$ cat src/rtl/hazard_pkg.sv
// Shared encodings and helpers for the pipeline hazard controller.
package hazard_pkg;

  typedef enum logic [1:0] {
    FWD_GRF = 2'b00,
    FWD_W   = 2'b01,
    FWD_M   = 2'b10,
    FWD_E   = 2'b11
  } fwd_sel_e;

  // All-ones marks an unused operand; users slice it down to their Tuse width.
  localparam logic [31:0] TUSE_NONE = '1;

  function automatic logic [31:0] sat_dec(input logic [31:0] x);
    return (x == '0) ? '0 : x - 32'd1;
  endfunction

endpackage

$ cat src/rtl/hazard_ctrl_if.sv
// D-stage hazard request and stall/forward response bundle for hazard_ctrl.
interface hazard_ctrl_if #(
  parameter int unsigned REG_AW = 5,
  parameter int unsigned TNEW_W = 2
);
  logic [REG_AW-1:0] d_rs;
  logic [REG_AW-1:0] d_rt;
  logic [TNEW_W-1:0] d_tuse_rs;
  logic [TNEW_W-1:0] d_tuse_rt;
  logic [REG_AW-1:0] d_a3;
  logic              d_we;
  logic [TNEW_W-1:0] d_tnew;
  logic              d_md_use;
  logic              d_md_start;
  logic              d_md_div;
  logic              stall;
  logic              md_busy;
  logic [1:0]        d_fwd_rs;
  logic [1:0]        d_fwd_rt;
  logic [1:0]        e_fwd_rs;
  logic [1:0]        e_fwd_rt;
  logic              m_fwd_rt;
  logic [31:0]       stall_count;

  modport master (
    output d_rs, d_rt, d_tuse_rs, d_tuse_rt, d_a3, d_we, d_tnew,
           d_md_use, d_md_start, d_md_div,
    input  stall, md_busy, d_fwd_rs, d_fwd_rt, e_fwd_rs, e_fwd_rt,
           m_fwd_rt, stall_count
  );

  modport slave (
    input  d_rs, d_rt, d_tuse_rs, d_tuse_rt, d_a3, d_we, d_tnew,
           d_md_use, d_md_start, d_md_div,
    output stall, md_busy, d_fwd_rs, d_fwd_rt, e_fwd_rs, e_fwd_rt,
           m_fwd_rt, stall_count
  );
endinterface

$ cat src/rtl/hazard_ctrl_md_busy_ctr.sv
// Busy counter for the multi-cycle mult/div unit; busy while the count is nonzero.
module md_busy_ctr #(
  parameter int unsigned MULT_CYCLES = 5,
  parameter int unsigned DIV_CYCLES  = 10,
  parameter int unsigned CNT_W       = 4
) (
  input  logic clk,
  input  logic reset,
  input  logic start,
  input  logic div,
  output logic busy
);
  logic [CNT_W-1:0] cnt;

  always_ff @(posedge clk or negedge reset) begin
    if (!reset) begin
      cnt <= '0;
    end else if (start) begin
      cnt <= div ? CNT_W'(DIV_CYCLES) : CNT_W'(MULT_CYCLES);
    end else if (cnt != '0) begin
      cnt <= cnt - CNT_W'(1);
    end
  end

  assign busy = (cnt != '0);
endmodule

$ cat src/rtl/hazard_ctrl.sv
// Stall/forwarding controller for the F/D/E/M/W pipeline with E/M/W shadow copies.
// Optional stall-cycle counter enabled by defining HAZARD_STALL_CNT_EN.
module hazard_ctrl
  import hazard_pkg::*;
#(
  parameter int unsigned REG_AW      = 5,
  parameter int unsigned TNEW_W      = 2,
  parameter int unsigned MULT_CYCLES = 5,
  parameter int unsigned DIV_CYCLES  = 10,
  parameter int unsigned CNT_W       = 4
) (
  input  logic          clk,
  input  logic          reset,
  hazard_ctrl_if.slave  hz
);
  localparam logic [TNEW_W-1:0] TUSE_NONE_W = TUSE_NONE[TNEW_W-1:0];

  logic [REG_AW-1:0] e_rs, e_rt, e_a3, m_rt, m_a3, w_a3;
  logic              e_we, m_we, w_we;
  logic [TNEW_W-1:0] e_tnew, m_tnew;
  logic              stall;
  logic              md_busy;

  function automatic logic hits(input logic [REG_AW-1:0] s,
                                input logic [REG_AW-1:0] a3,
                                input logic              we);
    return (s != '0) && we && (a3 == s);
  endfunction

  function automatic logic src_stall(input logic [REG_AW-1:0] s,
                                     input logic [TNEW_W-1:0] tuse);
    return (tuse != TUSE_NONE_W) &&
           ((hits(s, e_a3, e_we) && (e_tnew > tuse)) ||
            (hits(s, m_a3, m_we) && (m_tnew > tuse)));
  endfunction

  // W carries no Tnew: every result is available by the time it reaches W.
  function automatic fwd_sel_e d_sel(input logic [REG_AW-1:0] s);
    if (hits(s, e_a3, e_we) && (e_tnew == '0))      return FWD_E;
    else if (hits(s, m_a3, m_we) && (m_tnew == '0)) return FWD_M;
    else if (hits(s, w_a3, w_we))                   return FWD_W;
    else                                            return FWD_GRF;
  endfunction

  function automatic fwd_sel_e e_sel(input logic [REG_AW-1:0] s);
    if (hits(s, m_a3, m_we) && (m_tnew == '0)) return FWD_M;
    else if (hits(s, w_a3, w_we))              return FWD_W;
    else                                       return FWD_GRF;
  endfunction

  always_ff @(posedge clk or negedge reset) begin
    if (!reset) begin
      e_rs   <= '0;
      e_rt   <= '0;
      e_a3   <= '0;
      e_we   <= 1'b0;
      e_tnew <= '0;
      m_rt   <= '0;
      m_a3   <= '0;
      m_we   <= 1'b0;
      m_tnew <= '0;
      w_a3   <= '0;
      w_we   <= 1'b0;
    end else begin
      if (stall) begin
        e_rs   <= '0;
        e_rt   <= '0;
        e_a3   <= '0;
        e_we   <= 1'b0;
        e_tnew <= '0;
      end else begin
        e_rs   <= hz.d_rs;
        e_rt   <= hz.d_rt;
        e_a3   <= hz.d_a3;
        e_we   <= hz.d_we;
        e_tnew <= hz.d_tnew;
      end
      m_rt   <= e_rt;
      m_a3   <= e_a3;
      m_we   <= e_we;
      m_tnew <= TNEW_W'(sat_dec(32'(e_tnew)));
      w_a3   <= m_a3;
      w_we   <= m_we;
    end
  end

  always_comb begin
    stall = 1'b0;
    stall = src_stall(hz.d_rs, hz.d_tuse_rs) ||
            src_stall(hz.d_rt, hz.d_tuse_rt) ||
            (hz.d_md_use && md_busy);
  end

  always_comb begin
    hz.d_fwd_rs = FWD_GRF;
    hz.d_fwd_rt = FWD_GRF;
    hz.e_fwd_rs = FWD_GRF;
    hz.e_fwd_rt = FWD_GRF;
    hz.m_fwd_rt = 1'b0;
    hz.d_fwd_rs = d_sel(hz.d_rs);
    hz.d_fwd_rt = d_sel(hz.d_rt);
    hz.e_fwd_rs = e_sel(e_rs);
    hz.e_fwd_rt = e_sel(e_rt);
    hz.m_fwd_rt = hits(m_rt, w_a3, w_we);
  end

  // A start is only honoured when the instruction actually leaves D.
  md_busy_ctr #(
    .MULT_CYCLES (MULT_CYCLES),
    .DIV_CYCLES  (DIV_CYCLES),
    .CNT_W       (CNT_W)
  ) u_md_busy_ctr (
    .clk   (clk),
    .reset (reset),
    .start (hz.d_md_start && !stall),
    .div   (hz.d_md_div),
    .busy  (md_busy)
  );

  assign hz.stall   = stall;
  assign hz.md_busy = md_busy;

`ifdef HAZARD_STALL_CNT_EN
  logic [31:0] stall_cnt;

  always_ff @(posedge clk or negedge reset) begin
    if (!reset) begin
      stall_cnt <= '0;
    end else if (stall) begin
      stall_cnt <= stall_cnt + 32'd1;
    end
  end

  assign hz.stall_count = stall_cnt;
`else
  assign hz.stall_count = '0;
`endif
endmodule

$ cat src/flat_wrapper.sv
// flat-port wrapper written by rule: the top's interface ports become plain ports
module hazard_ctrl_flat import hazard_pkg::*;
#(
  parameter int unsigned REG_AW      = 5,
  parameter int unsigned TNEW_W      = 2,
  parameter int unsigned MULT_CYCLES = 5,
  parameter int unsigned DIV_CYCLES  = 10,
  parameter int unsigned CNT_W       = 4
)
  (clk, reset, hz_d_rs, hz_d_rt, hz_d_tuse_rs, hz_d_tuse_rt, hz_d_a3, hz_d_we, hz_d_tnew, hz_d_md_use, hz_d_md_start, hz_d_md_div, hz_stall, hz_md_busy, hz_d_fwd_rs, hz_d_fwd_rt, hz_e_fwd_rs, hz_e_fwd_rt, hz_m_fwd_rt, hz_stall_count);
  hazard_ctrl_if #(.REG_AW(REG_AW), .TNEW_W(TNEW_W)) hz_i ();
  input  logic clk;
  input  logic reset;
  input wire logic [$bits(hz_i.d_rs)-1:0] hz_d_rs;
  input wire logic [$bits(hz_i.d_rt)-1:0] hz_d_rt;
  input wire logic [$bits(hz_i.d_tuse_rs)-1:0] hz_d_tuse_rs;
  input wire logic [$bits(hz_i.d_tuse_rt)-1:0] hz_d_tuse_rt;
  input wire logic [$bits(hz_i.d_a3)-1:0] hz_d_a3;
  input wire logic [$bits(hz_i.d_we)-1:0] hz_d_we;
  input wire logic [$bits(hz_i.d_tnew)-1:0] hz_d_tnew;
  input wire logic [$bits(hz_i.d_md_use)-1:0] hz_d_md_use;
  input wire logic [$bits(hz_i.d_md_start)-1:0] hz_d_md_start;
  input wire logic [$bits(hz_i.d_md_div)-1:0] hz_d_md_div;
  output wire logic [$bits(hz_i.stall)-1:0] hz_stall;
  output wire logic [$bits(hz_i.md_busy)-1:0] hz_md_busy;
  output wire logic [$bits(hz_i.d_fwd_rs)-1:0] hz_d_fwd_rs;
  output wire logic [$bits(hz_i.d_fwd_rt)-1:0] hz_d_fwd_rt;
  output wire logic [$bits(hz_i.e_fwd_rs)-1:0] hz_e_fwd_rs;
  output wire logic [$bits(hz_i.e_fwd_rt)-1:0] hz_e_fwd_rt;
  output wire logic [$bits(hz_i.m_fwd_rt)-1:0] hz_m_fwd_rt;
  output wire logic [$bits(hz_i.stall_count)-1:0] hz_stall_count;
  assign hz_i.d_rs = hz_d_rs;
  assign hz_i.d_rt = hz_d_rt;
  assign hz_i.d_tuse_rs = hz_d_tuse_rs;
  assign hz_i.d_tuse_rt = hz_d_tuse_rt;
  assign hz_i.d_a3 = hz_d_a3;
  assign hz_i.d_we = hz_d_we;
  assign hz_i.d_tnew = hz_d_tnew;
  assign hz_i.d_md_use = hz_d_md_use;
  assign hz_i.d_md_start = hz_d_md_start;
  assign hz_i.d_md_div = hz_d_md_div;
  assign hz_stall = hz_i.stall;
  assign hz_md_busy = hz_i.md_busy;
  assign hz_d_fwd_rs = hz_i.d_fwd_rs;
  assign hz_d_fwd_rt = hz_i.d_fwd_rt;
  assign hz_e_fwd_rs = hz_i.e_fwd_rs;
  assign hz_e_fwd_rt = hz_i.e_fwd_rt;
  assign hz_m_fwd_rt = hz_i.m_fwd_rt;
  assign hz_stall_count = hz_i.stall_count;
  hazard_ctrl #(.REG_AW(REG_AW), .TNEW_W(TNEW_W), .MULT_CYCLES(MULT_CYCLES), .DIV_CYCLES(DIV_CYCLES), .CNT_W(CNT_W)) u_core (.clk(clk), .reset(reset), .hz(hz_i));
endmodule
$ cat config.mk
export PLATFORM = sky130hd
export DESIGN_NAME = hazard_ctrl_flat
export DESIGN_NICKNAME = d
export VERILOG_FILES = /design/src/rtl/hazard_pkg.sv /design/src/rtl/hazard_ctrl_if.sv /design/src/rtl/hazard_ctrl_md_busy_ctr.sv /design/src/rtl/hazard_ctrl.sv /design/src/flat_wrapper.sv
export SDC_FILE = /design/constraint.sdc
export NUM_CORES = 1
export LEC_CHECK = 0
export CORE_MARGIN = 2
export CORE_UTILIZATION = 30
export CTS_CLUSTER_SIZE = 30
export DETAILED_ROUTE_END_ITERATION = 10
export DONT_BUFFER_PORTS = 1
export GPL_TIMING_DRIVEN = 0
export HOLD_SLACK_MARGIN = 0.03
export PLACE_DENSITY = 0.55
export SLEW_MARGIN = 20
export SYNTH_ARGS = -nofsm -noshare
export SYNTH_HDL_FRONTEND = slang
export SYNTH_HIERARCHICAL = 1
export SYNTH_SLANG_ARGS = --single-unit
$ cat constraint.sdc
create_clock -name clk -period 2.1 [get_ports clk]
set_input_delay 0.315 -clock clk [delete_from_list [all_inputs] [get_ports clk]]
set_output_delay 0.315 -clock clk [all_outputs]
set_load 0.02 [all_outputs]
After elaboration in Yosys (flattened, before gate mapping)

Index checks and enable logic that the tools add are counted.

Register bits after elaboration: 41
Input port bits: 27
Output and inout port bits: 43
Logic and storage cells: 100

Add/subtract/negate cells: 2
Magnitude comparators: 4
Equal/unequal tests: 13
Muxes and demuxes: 19
Reductions and logical operators: 50

Operators with widths:

| cell                | number |
|---|---|
| $eq 5x5->1          | 11 |
| $logic_and 1x1->1   | 36 |
| $reduce_bool 5->1   | 5 |
| $mux 2              | 8 |
| $mux 5              | 3 |
| $mux 4              | 3 |
| $gt 2x2->1          | 4 |
| $mux 1              | 5 |
| $logic_not 2->1     | 2 |
| $logic_or 1x1->1    | 4 |
| $ne 2x2->1 const B  | 2 |
| $reduce_bool 4->1   | 1 |
| $sub 4x1->4 const B | 1 |
| $reduce_bool 2->1   | 1 |
| $sub 2x1->2 const B | 1 |
| $logic_not 1->1     | 1 |

Longest topological paths before layout

Gate-level depths: netlist (run 1).

Depth in word-level cells: 11
Gate-level depth with buffers: 11
Depth with buffers taken out: 10

Modules after synthesis

Netlist (run 1), hierarchy kept.

By module, submodules not included:

| module      | times used | cells an instance | area each (um2) | sequential area each (um2) |
|---|---|---|---|---|
| hazard_ctrl | 1          | 242               | 2351.0          | 925.9 |
| md_busy_ctr | 1          | 21                | 236.5           | 100.1 |

Worst setup path before layout (run 1)

OpenSTA, ideal clock, no wires.

Path type: reg2out
Start point: register u_core.e_rt[1]
End point: output hz_e_fwd_rt[0]
Data arrival time: 1.905 ns
Data required time: 1.785 ns
Slack: -0.120 ns
Cell stages (with the launch flop): 5
Path buffers: 0
Path through: dfrtp_1 or4_1 nor2_1 nor4_1 nor4_1

Word-level cells in the longest chain between the ends: 5
Elaborated cells on any way between the ends: 10
Classes of those cells: 2 x eq/ne; 2 x mux; 6 x reduce/logical

Ends and longest elaborated chain:

| item                                        | RTL line                             | source |
|---|---|---|
| start, declared                             | hazard_ctrl.sv:18                    | `logic [REG_AW-1:0] e_rs, e_rt, e_a3, m_rt, m_a3, w_a3;` |
| start signal, assigned                      | hazard_ctrl.sv:73                    | `e_rt <= hz.d_rt;` |
| $reduce_bool 5->1                           | hazard_ctrl.sv:27                    | `return (s != '0) && we && (a3 == s);` |
| $logic_and 1x1->1 (2 in series)             | hazard_ctrl.sv:27                    |  |
| $mux 1 or $logic_and 1x1->1 (tied branches) | hazard_ctrl.sv:47, hazard_ctrl.sv:46 |  |
| $mux 2 (*)                                  | hazard_ctrl.sv:46                    | `if (hits(s, m_a3, m_we) && (m_tnew == '0)) return FWD_M;` |
| end, declared                               | flat_wrapper.sv:29                   | `output wire logic [$bits(hz_i.e_fwd_rt)-1:0] hz_e_fwd_rt;` |

Every way passes the cells marked *; elsewhere a longest branch is shown, timed or not.

Worst setup path after layout (run 1)

Start point: register u_core.e_tnew[1]
End point: output hz_stall

Word-level cells in the longest chain between the ends: 6
Elaborated cells on any way between the ends: 10
Classes of those cells: 2 x order compare; 8 x reduce/logical

Ends and longest elaborated chain:

| item                   | RTL line           | source |
|---|---|---|
| start, declared        | hazard_ctrl.sv:20  | `logic [TNEW_W-1:0] e_tnew, m_tnew;` |
| start signal, assigned | hazard_ctrl.sv:76  | `e_tnew <= hz.d_tnew;` |
| $gt 2x2->1             | hazard_ctrl.sv:33  | `((hits(s, e_a3, e_we) && (e_tnew > tuse)) \|\|` |
| $logic_and 1x1->1      | hazard_ctrl.sv:33  |  |
| $logic_or 1x1->1       | hazard_ctrl.sv:33  |  |
| $logic_and 1x1->1      | hazard_ctrl.sv:32  | `return (tuse != TUSE_NONE_W) &&` |
| $logic_or 1x1->1 (*)   | hazard_ctrl.sv:89  | `stall = src_stall(hz.d_rs, hz.d_tuse_rs) \|\|` |
| $logic_or 1x1->1 (*)   | hazard_ctrl.sv:90  | `src_stall(hz.d_rt, hz.d_tuse_rt) \|\|` |
| end, declared          | flat_wrapper.sv:24 | `output wire logic [$bits(hz_i.stall)-1:0] hz_stall;` |

Marks and branches as above.

==> flow_metrics.tcl, run 1 <==
set metrics [dict create \
    status "complete, but fails checks" \
    violations "negative setup slack" \
    final_common_cell "buf_4" \
    p_leak_nw 1.515 \
    path_max_fanout 5 \
    synth.distinct_cells 37 \
    rows 33 \
    routedWlPerCell_um 14.86 \
    synth_top_area_share_pct 39.65 \
    num_antenna_cells 0 \
    dpl.hpwl_um 4263 \
    die_y_um 96.87 \
    synth.ff_latch_count 41 \
    synth.avg_cell_area_um2 9.838 \
    yosys.area.top_type "dfrtp_1" \
    cts_tree "done" \
    drtIter0Drc 98 \
    period_needed_ns 2.263 \
    tightest_slew_ns 0.6306 \
    critPathCaptureType "output pin" \
    critical-path-top-delay-family "flip-flops" \
    min_path_type "primary input to flop" \
    worstPathCellList "ha_4 -> nor2b_4 -> o211ai_1 -> a211oi_2 -> nor4_2 -> buf_4 -> inv_4" \
    max_cap_viol_count 0 \
    grt_overflow 0 \
    powerDensity_nw_per_um2 785.3 \
    relSlewSlack_pct 57.87 \
    cts_buffer_depth 2 \
    drive_above_1_share_pct 35.56 \
    slowest_delay_ns 0.46 \
    vias 1905 \
    drc 0 \
    finalHoldWorstSlack_ns 0.1437 \
    finalSetupViolations 3 \
    cts_inserted_buffers 5 \
    layout_common_cells "buf_4 (48), dfrtp_1 (36), xnor2_1 (32), conb_1 (32), and2_1 (19)" \
    drtAntennaViolNets 0 \
    ys_top_cells_by_area "dfrtp_1 (40%), xnor2_1 (14%), buf_4 (9.3%)" \
    cts_sinks 41 \
    syn_area_um2 2587 \
    antenna_found_initial 0 \
    synth_cells 263 \
    min_period_over_period_pct 107.8 \
    peakVddDrop_uv 551.3 \
    synth_seq_area_share_pct 39.65 \
    area_growth_syn_to_layout_pct 33.66 \
    grt_pass1_vias 1930 \
    initial_utilization_pct 31.18 \
    slew_viol_final 0 \
    worstSetupStartpointType "flop" \
    place.gp.congestion 0.7819 \
    wl_um 6242 \
    io_buffers 0 \
    cp_num_buf_inv 2 \
    skew_ns 0.008255 \
    clock.fmax_mhz 441.8 \
    final_util_pct 41.67 \
    finalHoldViolCount 0 \
    rsz0062_at_grt "yes" \
    fin_ws_ns -0.1635 \
    post-place-ws_ns -0.3697 \
    cp.required_ns 1.78 \
    track_usage_pct 13.55 \
    path_clk_slew_ns 0.08 \
    routed_via_density 4.536 \
    firstDrtPassIters 4 \
    grt_max_degree 42 \
    core-area_um2 8299 \
    fin_nets 351 \
    cp_slowest_cell "dfrtp_2" \
    insertion_delay_ns 0.29 \
    critPathKind "flop to output pin" \
    cts_max_level 2 \
    grt_first_pass_wirelength_um 9977 \
    synth_warnings 6 \
    cp_data_arrival_time_ns 1.95 \
    die_x_um 96.87 \
    dieArea_um2 9384 \
    cts_root_buf "clkbuf_8" \
    boundaryPins 70 \
]
==> stage by stage <==
stage	cell area (um2)	setup TNS, ns	power (mW)	instances
3_3_place_gp	2848	-2.064	1.746	399
2_1_floorplan	2716	0	1.636	294
6_report	3458	-0.2963	2.716	420
3_5_place_dp	2848	-2.446	1.766	399
4_1_cts	3237	-0.5194	2.614	411
5_1_grt	3458	-1.072	2.890	420
==> report_power, final <==
| part | total [mW] | internal [mW] | switching, mW |
|---|---|---|---|
| Clock | 0.649 | 0.387 | 0.262 |
| Combinational | 0.995 | 0.515 | 0.479 |
| Sequential | 1.07 | 0.914 | 0.158 |
==> flip-flops by register name (all words and copies together) (netlist names) <==
name,count
u_core/m_rt,5
u_core/m_a3,5
u_core/m_we,1
u_core/e_we,1
u_core/e_rs,5
u_core/e_tnew,2
u_core/e_rt,5
u_core/m_tnew,2
u_core/u_md_busy_ctr/cnt,4
u_core/w_a3,5
u_core/w_we,1
u_core/e_a3,5
==> per-layer routing <==
metal / wire length (um) / vias up / track usage [%]
met5: 0 / - / 0
met4: 117 / 0 / 4.225
met3: 377 / 11 / 3.396
met2: 3126 / 73 / 22.76
met1: 2620 / 902 / 17.14
li1: - / 919 / -
==> path summary, 6_finish.rpt <==
path                             startpoint                           to  slack [ns]  cells after the start
max                        u_core/e_tnew[1]                     hz_stall       -0.16                      7
max in group asynchronous             reset               u_core/e_rt[3]        1.40                      2
min reg2reg                  u_core/m_a3[4]               u_core/w_a3[4]        0.40                      0
max reg2reg                u_core/e_tnew[1]  u_core/u_md_busy_ctr/cnt[3]        0.04                      9
min in group asynchronous             reset             u_core/e_tnew[0]        0.47                      2
min                              hz_d_rs[1]               u_core/e_rs[1]        0.14                      1
==> worst reg2reg max path: stages (launching register included) <==
cell and delay, ns:
dfrtp_2 0.46, ha_4 0.24, nor2b_4 0.12, o211ai_1 0.20, a211oi_2 0.08, nor4_2 0.31, buf_4 0.18, and2_4 0.18
nand2b_4 0.08, o21a_1 0.10
==> layout make-up <==
type                            count  area, um2
Multi-Input combinational cell    197       1669
Timing Repair Buffer               18      157.7
Inverter                            9      36.28
Clock buffer                        7      86.33
Tap cell                          105      131.4
Buffer                             42      315.3
Sequential cell                    41       1032
Fill cell                         808       4841
Clock inverter                      1      30.03
==> cells in the mapped netlist (all sizes together) <==
| cell type | instances |
|---|---|
| ha | 10 |
| o21a | 2 |
| o211ai | 4 |
| nand3 | 2 |
| nor4 | 9 |
| mux2i | 1 |
| inv | 9 |
| nand2 | 11 |
| nor3 | 4 |
| xnor2 | 42 |
| a21oi | 5 |
| o31ai | 2 |
| and2 | 20 |
| conb | 1 |
| and3 | 1 |
| mux2 | 1 |
| nor3b | 2 |
| xor2 | 10 |
| buf | 34 |
| dfrtp | 41 |
| o41ai | 2 |
| or4 | 4 |
| nor2 | 7 |
| nor2b | 4 |
| a21o | 2 |
| a22oi | 4 |
| or3 | 1 |
| a211oi | 4 |
| clkbuf | 13 |
| o21ai | 2 |
| nand2b | 1 |
| nand4 | 8 |
==> cell families after synthesis <==
| family | Yosys count | synth area share (%) |
|---|---|---|
| and+or+nand+nor | 74 | 16.83 |
| buffers and inverters | 56 | 12.86 |
| xor gates and xnor gates | 52 | 17.60 |
| DFF | 41 | 39.65 |
| AOI/OAI and AO/OA | 27 | 7.253 |
| adders and majority gates | 10 | 4.836 |
| muxes | 2 | 0.8220 |
| other | 1 | 0.1449 |
==> what timing repair did <==
| action | 4_1_cts | 5_1_grt |
|---|---|---|
| endpoints found under the setup margin | 14 | 31 |
| resized for setup | 45 | 37 |
| endpoints found under the hold margin | 41 | 0 |
| setup buffers | 7 | 9 |
| hold buffers | 2 | 0 |
| pin swaps | 11 | 25 |
Note: power is estimated with default switching activity, not from simulation.
==> run 2: changes to the inputs <==
CAP_MARGIN = 10   (was default)
PLACE_DENSITY = 0.54   (was 0.55)
clock period = 2.5 ns   (was 2.1 ns; I/O delays follow)
==> run 2 against run 1 <==
Net effect: the flow now finishes without violations; non-clock buffer count shrank 12; clock skew shrank 0.0021 ns; sequential power shrank 18%; final cell count shrank 3.1%; clock power shrank 31%; critical path depth shrank 3; via count shrank 4.9%; die area is the same.
==> flow_metrics.tcl, run 2 (synthesis gave the netlist of run 1 again) <==
set metrics [dict create \
    die_y_um 96.87 \
    finalSetupViolations 0 \
    routed_via_density 4.452 \
    cts_root_buf "clkbuf_8" \
    cts_inserted_buffers 5 \
    min_period_over_period_pct 95.77 \
    antenna_found_initial 0 \
    fin_setup_tns_ns 0 \
    stdcell_area_um2 3049 \
    drive_above_1_share_pct 18.87 \
    cp.required_ns 2.12 \
    critPathCaptureType "output pin" \
    wl_um 5714 \
    fin_nets 339 \
    cts_buffer_depth 2 \
    status "finished, final reports clean" \
    cp_slowest_cell "or4_1" \
    layout_common_cells "xnor2_1 (42), dfrtp_1 (41), buf_4 (36), conb_1 (32), and2_1 (20)" \
    fin_ws_ns 0.1057 \
    post-place-ws_ns 0.01026 \
    p_leak_nw 1.340 \
    grt_overflow 0 \
    r2r_end "u_core/u_md_busy_ctr/cnt[1]" \
    tightest_slew_ns 0.6137 \
    relSlewSlack_pct 59.00 \
    worstPathCellList "or4_1 -> nor2_1 -> nor4_4 -> nor4_4" \
    insertion_delay_ns 0.30 \
    path_max_fanout 4 \
    path_clk_slew_ns 0.08 \
    grt_max_degree 42 \
    cts_tree "done" \
    fillers 851 \
    dpl.hpwl_um 4243 \
    final_cells 407 \
    slew_viol_final 0 \
    finalHoldViolCount 0 \
    routedWlPerCell_um 14.04 \
    place.gp.congestion 0.7530 \
    dpl_cell_area_um2 2835 \
    firstDrtPassIters 4 \
    vias 1812 \
    cp_data_arrival_time_ns 2.02 \
    rsz0062_at_grt "yes" \
    min_to "u_core/e_a3[3]" \
    cts_max_level 2 \
    hold_path_depth 1 \
    drtIter0Drc 82 \
    worstSetupStartpointType "flop" \
    cts_sinks 41 \
    rows 33 \
    hold_path_startpoint "hz_d_a3[3]" \
    final_common_cell "xnor2_1" \
    max_cap_viol_count 0 \
    io_buffers 0 \
    min_path_type "primary input to flop" \
    grt_first_pass_wirelength_um 9522 \
    regToRegSetupSlack_ns 0.22 \
    die_x_um 96.87 \
    skew_ns 0.006160 \
    powerDensity_nw_per_um2 650.0 \
    drtAntennaViolNets 0 \
    r2r-start "u_core/u_md_busy_ctr/cnt[0]" \
    track_usage_pct 12.81 \
    period_needed_ns 2.394 \
    multi_input_area_um2 1430 \
    critPathKind "flop to output pin" \
    grt_pass1_vias 1846 \
    clock.fmax_mhz 417.7 \
    initial_utilization_pct 31.18 \
    slowest_delay_ns 0.54 \
    dieArea_um2 9384 \
    num_antenna_cells 0 \
    boundaryPins 70 \
    dp.cells 399 \
    drc 0 \
    peakVddDrop_uv 341.9 \
    ff_latch_area_um2 1026 \
    rr_worst_depth 11 \
    core-area_um2 8299 \
    crit_top_cell "nor4_4" \
    area_growth_syn_to_layout_pct 17.84 \
]
-- run 2: cell count changes in the layout (fill, tap and decap cells not counted), sizes merged --
cell / change
buf: -17
clkbuf: +4
bufinv: -1
clkinvlp: +1
-- run 2: final cells by class --
| type | count | share of cell area (%) |
|---|---|---|
| plain buffers | 44 | 9.602 |
| clock inverters | 1 | 0.2462 |
| multi-input cells | 197 | 46.90 |
| flip-flops and latches | 41 | 33.65 |
| inverters | 9 | 1.108 |
| repair buffers | 4 | 1.477 |
| clock buffers | 6 | 2.708 |
| well taps | 105 | 4.309 |
-- run 2: metrics by stage --
step                hold WS (ns)  power (mW)  utilization (%)
global route              0.1951       2.112            36.74
detailed placement       0.08052       1.481            34.16
global placement         0.08088       1.464            34.16
floorplan                0.07941       1.371                -
finish                    0.1997       1.982            36.74
CTS                       0.1922       1.979            36.33
-- run 2: worst max path at each step --
stage	start	end	slack [ns]	depth (start not counted)
5_1_grt	u_core/m_a3[4]	hz_stall	-0.01	7
6_report	u_core/e_rt[1]	hz_e_fwd_rt[0]	0.11	4
3_3_place_gp	u_core/e_rt[1]	hz_e_fwd_rt[0]	0.05	4
2_1_floorplan	u_core/e_rt[1]	hz_e_fwd_rt[0]	0.22	4
3_5_place_dp	u_core/u_md_busy_ctr/cnt[0]	u_core/u_md_busy_ctr/cnt[1]	0.01	11
4_1_cts	u_core/w_a3[4]	hz_d_fwd_rs[0]	0.02	5
-- run 2: per-layer routing --
metal  vias to the layer above  share of wire, %  global-route usage (%)
met5                         -                 0                       0
met4                         0               1.2                   4.442
li1                        892                 -                       -
met3                         7               6.2                   3.251
met2                        68                47                   20.35
met1                       845                46                   16.98
-- run 2: repair_timing --
action,CTS,global route
resized for setup,11,8
setup buffers,1,1
endpoints found under the setup margin,6,8
hold endpoints to repair,41,0
cloned,0,0
hold buffers,2,0
pin swaps,1,2
-- run 2: power breakdown --
part | switching, mW | internal (mW) | total, mW
combinational | 0.341 | 0.310 | 0.651
clock | 0.233 | 0.218 | 0.451
sequential | 0.115 | 0.765 | 0.880
total | 0.688 | 1.29 | 1.98
-- run 2: worst max-delay path: cells and delay by family (launching register included) --
kind,cells,cell delay [ns]
DFF,1,0.43
and+or+nand+nor,4,1.29
==> run 3: changes to the inputs <==
SKIP_LAST_GASP = 1   (was default)
==> run 3 against run 2 <==
Net effect: non-clock buffer count unchanged; power increased by 0.16%; wire length increased by 0.11%.
==> flow_metrics.tcl, run 3 (synthesis gave the netlist of run 1 again) <==
set metrics [dict create \
    status "finished, final reports clean" \
    rows 33 \
    skew_ns 0.005490 \
    final_cells 407 \
    max_cap_viol_count 0 \
    comb_power_share_pct 32.8 \
    path_max_fanout 3 \
    routedWlPerCell_um 14.05 \
    min_period_over_period_pct 96.38 \
    cp_num_buf_inv 0 \
    routed_via_density 4.437 \
    dpl.hpwl_um 4243 \
    clkPwrFrac_pct 22.8 \
    area_growth_syn_to_layout_pct 17.94 \
    fin_nets 339 \
    cts_max_level 2 \
    drc 0 \
    peakVddDrop_uv 342.0 \
    io_buffers 0 \
    critPathKind "flop to output pin" \
    p_leak_nw 1.340 \
    met1_usage_pct 17.02 \
    cp.required_ns 2.12 \
    grt_pass1_vias 1846 \
    track_usage_pct 12.82 \
    boundaryPins 70 \
    place.gp.congestion 0.7530 \
    cp_data_arrival_time_ns 2.03 \
    critPathCaptureType "output pin" \
    min_path_type "primary input to flop" \
    grt_busiest_layer "met2" \
    final_common_cell "xnor2_1" \
    initial_utilization_pct 31.18 \
    path_clk_slew_ns 0.08 \
    worstSetupStartpointType "flop" \
    grt_overflow 0 \
    fillers 850 \
    intPower_mw 1.293 \
    dieArea_um2 9384 \
    slowest_delay_ns 0.55 \
    finalHoldViolCount 0 \
    cts_sinks 41 \
    cts_inserted_buffers 5 \
    use_met3_pct 3.251 \
    rsz0062_at_grt "yes" \
    p_sw_share_pct 34.86 \
    grt_use_met2_pct 20.35 \
    insertion_delay_ns 0.30 \
    grt_first_pass_wirelength_um 9535 \
    cts_root_buf "clkbuf_8" \
    cts_buffer_depth 2 \
    wl_um 5720 \
    cp_slowest_cell "or4_1" \
    die_y_um 96.87 \
    die_x_um 96.87 \
    critical-path-top-delay-family "simple AND/OR/NAND/NOR gates" \
    crit_top_cell "nor4_4" \
    fin_setup_tns_ns 0 \
    finalSetupViolations 0 \
    num_antenna_cells 0 \
    multi_input_area_um2 1433 \
    ff_latch_area_um2 1026 \
    drtIter0Drc 111 \
    p_total_mw 1.985 \
    drive_above_1_share_pct 19.21 \
    clock.fmax_mhz 415.0 \
    cts_tree "done" \
    drtAntennaViolNets 0 \
    slew_viol_final 0 \
    tightest_slew_ns 0.6216 \
    worstPathCellList "or4_1 -> nor2_2 -> nor4_4 -> nor4_4" \
    antenna_found_initial 0 \
    vias 1806 \
    core-area_um2 8299 \
    grt_max_degree 42 \
    firstDrtPassIters 4 \
    layout_common_cells "xnor2_1 (42), dfrtp_1 (41), buf_4 (36), conb_1 (32), and2_1 (20)" \
    power.share.sequential_pct 44.4 \
    relSlewSlack_pct 58.47 \
    powerDensity_nw_per_um2 650.5 \
    p_switching_mw 0.6920 \
    dp.cells 399 \
    period_needed_ns 2.410 \
]
run 3: cell types whose count changed in the layout (fill, tap and decap cells not counted):
cell / before / now
clkbuf_1: 9 / 10
buf_1: 1 / 0
nor2_2: 1 / 2
nor2_1: 6 / 5
run 3: final timing paths:
kind | startpoint | end | slack (ns) | cells past startpoint
max | u_core/e_rs[1] | hz_e_fwd_rs[0] | 0.09 | 4
min | hz_d_a3[3] | u_core/e_a3[3] | 0.20 | 1
max reg2reg | u_core/u_md_busy_ctr/cnt[0] | u_core/u_md_busy_ctr/cnt[1] | 0.22 | 11
min reg2reg | u_core/m_a3[4] | u_core/w_a3[4] | 0.38 | 0
max in group asynchronous | reset | u_core/m_rt[3] | 1.76 | 2
min in group asynchronous | reset | u_core/m_tnew[1] | 0.53 | 2
run 3: layout make-up:
class	count	share of cell area (%)
Clock inverter	1	0.2460
Clock buffer	6	2.706
Multi-Input combinational cell	197	46.95
Sequential cell	41	33.62
Buffer	44	9.594
Timing Repair Buffer	4	1.476
Tap cell	105	4.305
Inverter	9	1.107
run 3: worst register-to-register path, cell delays in order, from the launching register on:
cell and delay [ns]:
dfrtp_1 0.39, inv_1 0.12, ha_1 0.19, nor3b_4 0.23, inv_2 0.11, nand2_1 0.11, o41ai_2 0.09, nor4_2 0.19
buf_4 0.23, and2_1 0.24, nand2b_1 0.16, o21a_1 0.13
run 3: layer usage:
metal / wire length [um] / up-vias
met5: 0 / -
met3: 340 / 7
met1: 2664 / 841
met2: 2645 / 66
met4: 70 / 0
li1: - / 892
run 3: stage by stage:
step	instance area (um2)	worst slack (ns)	hold WS, ns	util (%)
floorplan	2704	0.2199	0.07941	-
global placement	2835	0.05376	0.08088	34.16
detailed placement	2835	0.01026	0.08052	34.16
CTS	3015	-0.01184	0.1922	36.33
global route	3052	-0.01988	0.1951	36.77
finish	3052	0.09042	0.1970	36.77
run 3: power by group through the flow:
stage          clock network, mW  logic, mW  registers, mW
2_1_floorplan                  0      0.520          0.851
3_5_place_dp                   0      0.604          0.877
4_1_cts                    0.462      0.647          0.870
3_3_place_gp                   0      0.588          0.876
5_1_grt                    0.484      0.729          0.900
6_report                   0.453      0.651          0.881
run 3: timing repair:
item,CTS,global route
setup buffers,1,1
resized for setup,11,8
hold buffers,2,0
cloned,0,0
setup endpoints to repair,6,8
pin swaps,0,2
endpoints found under the hold margin,41,0
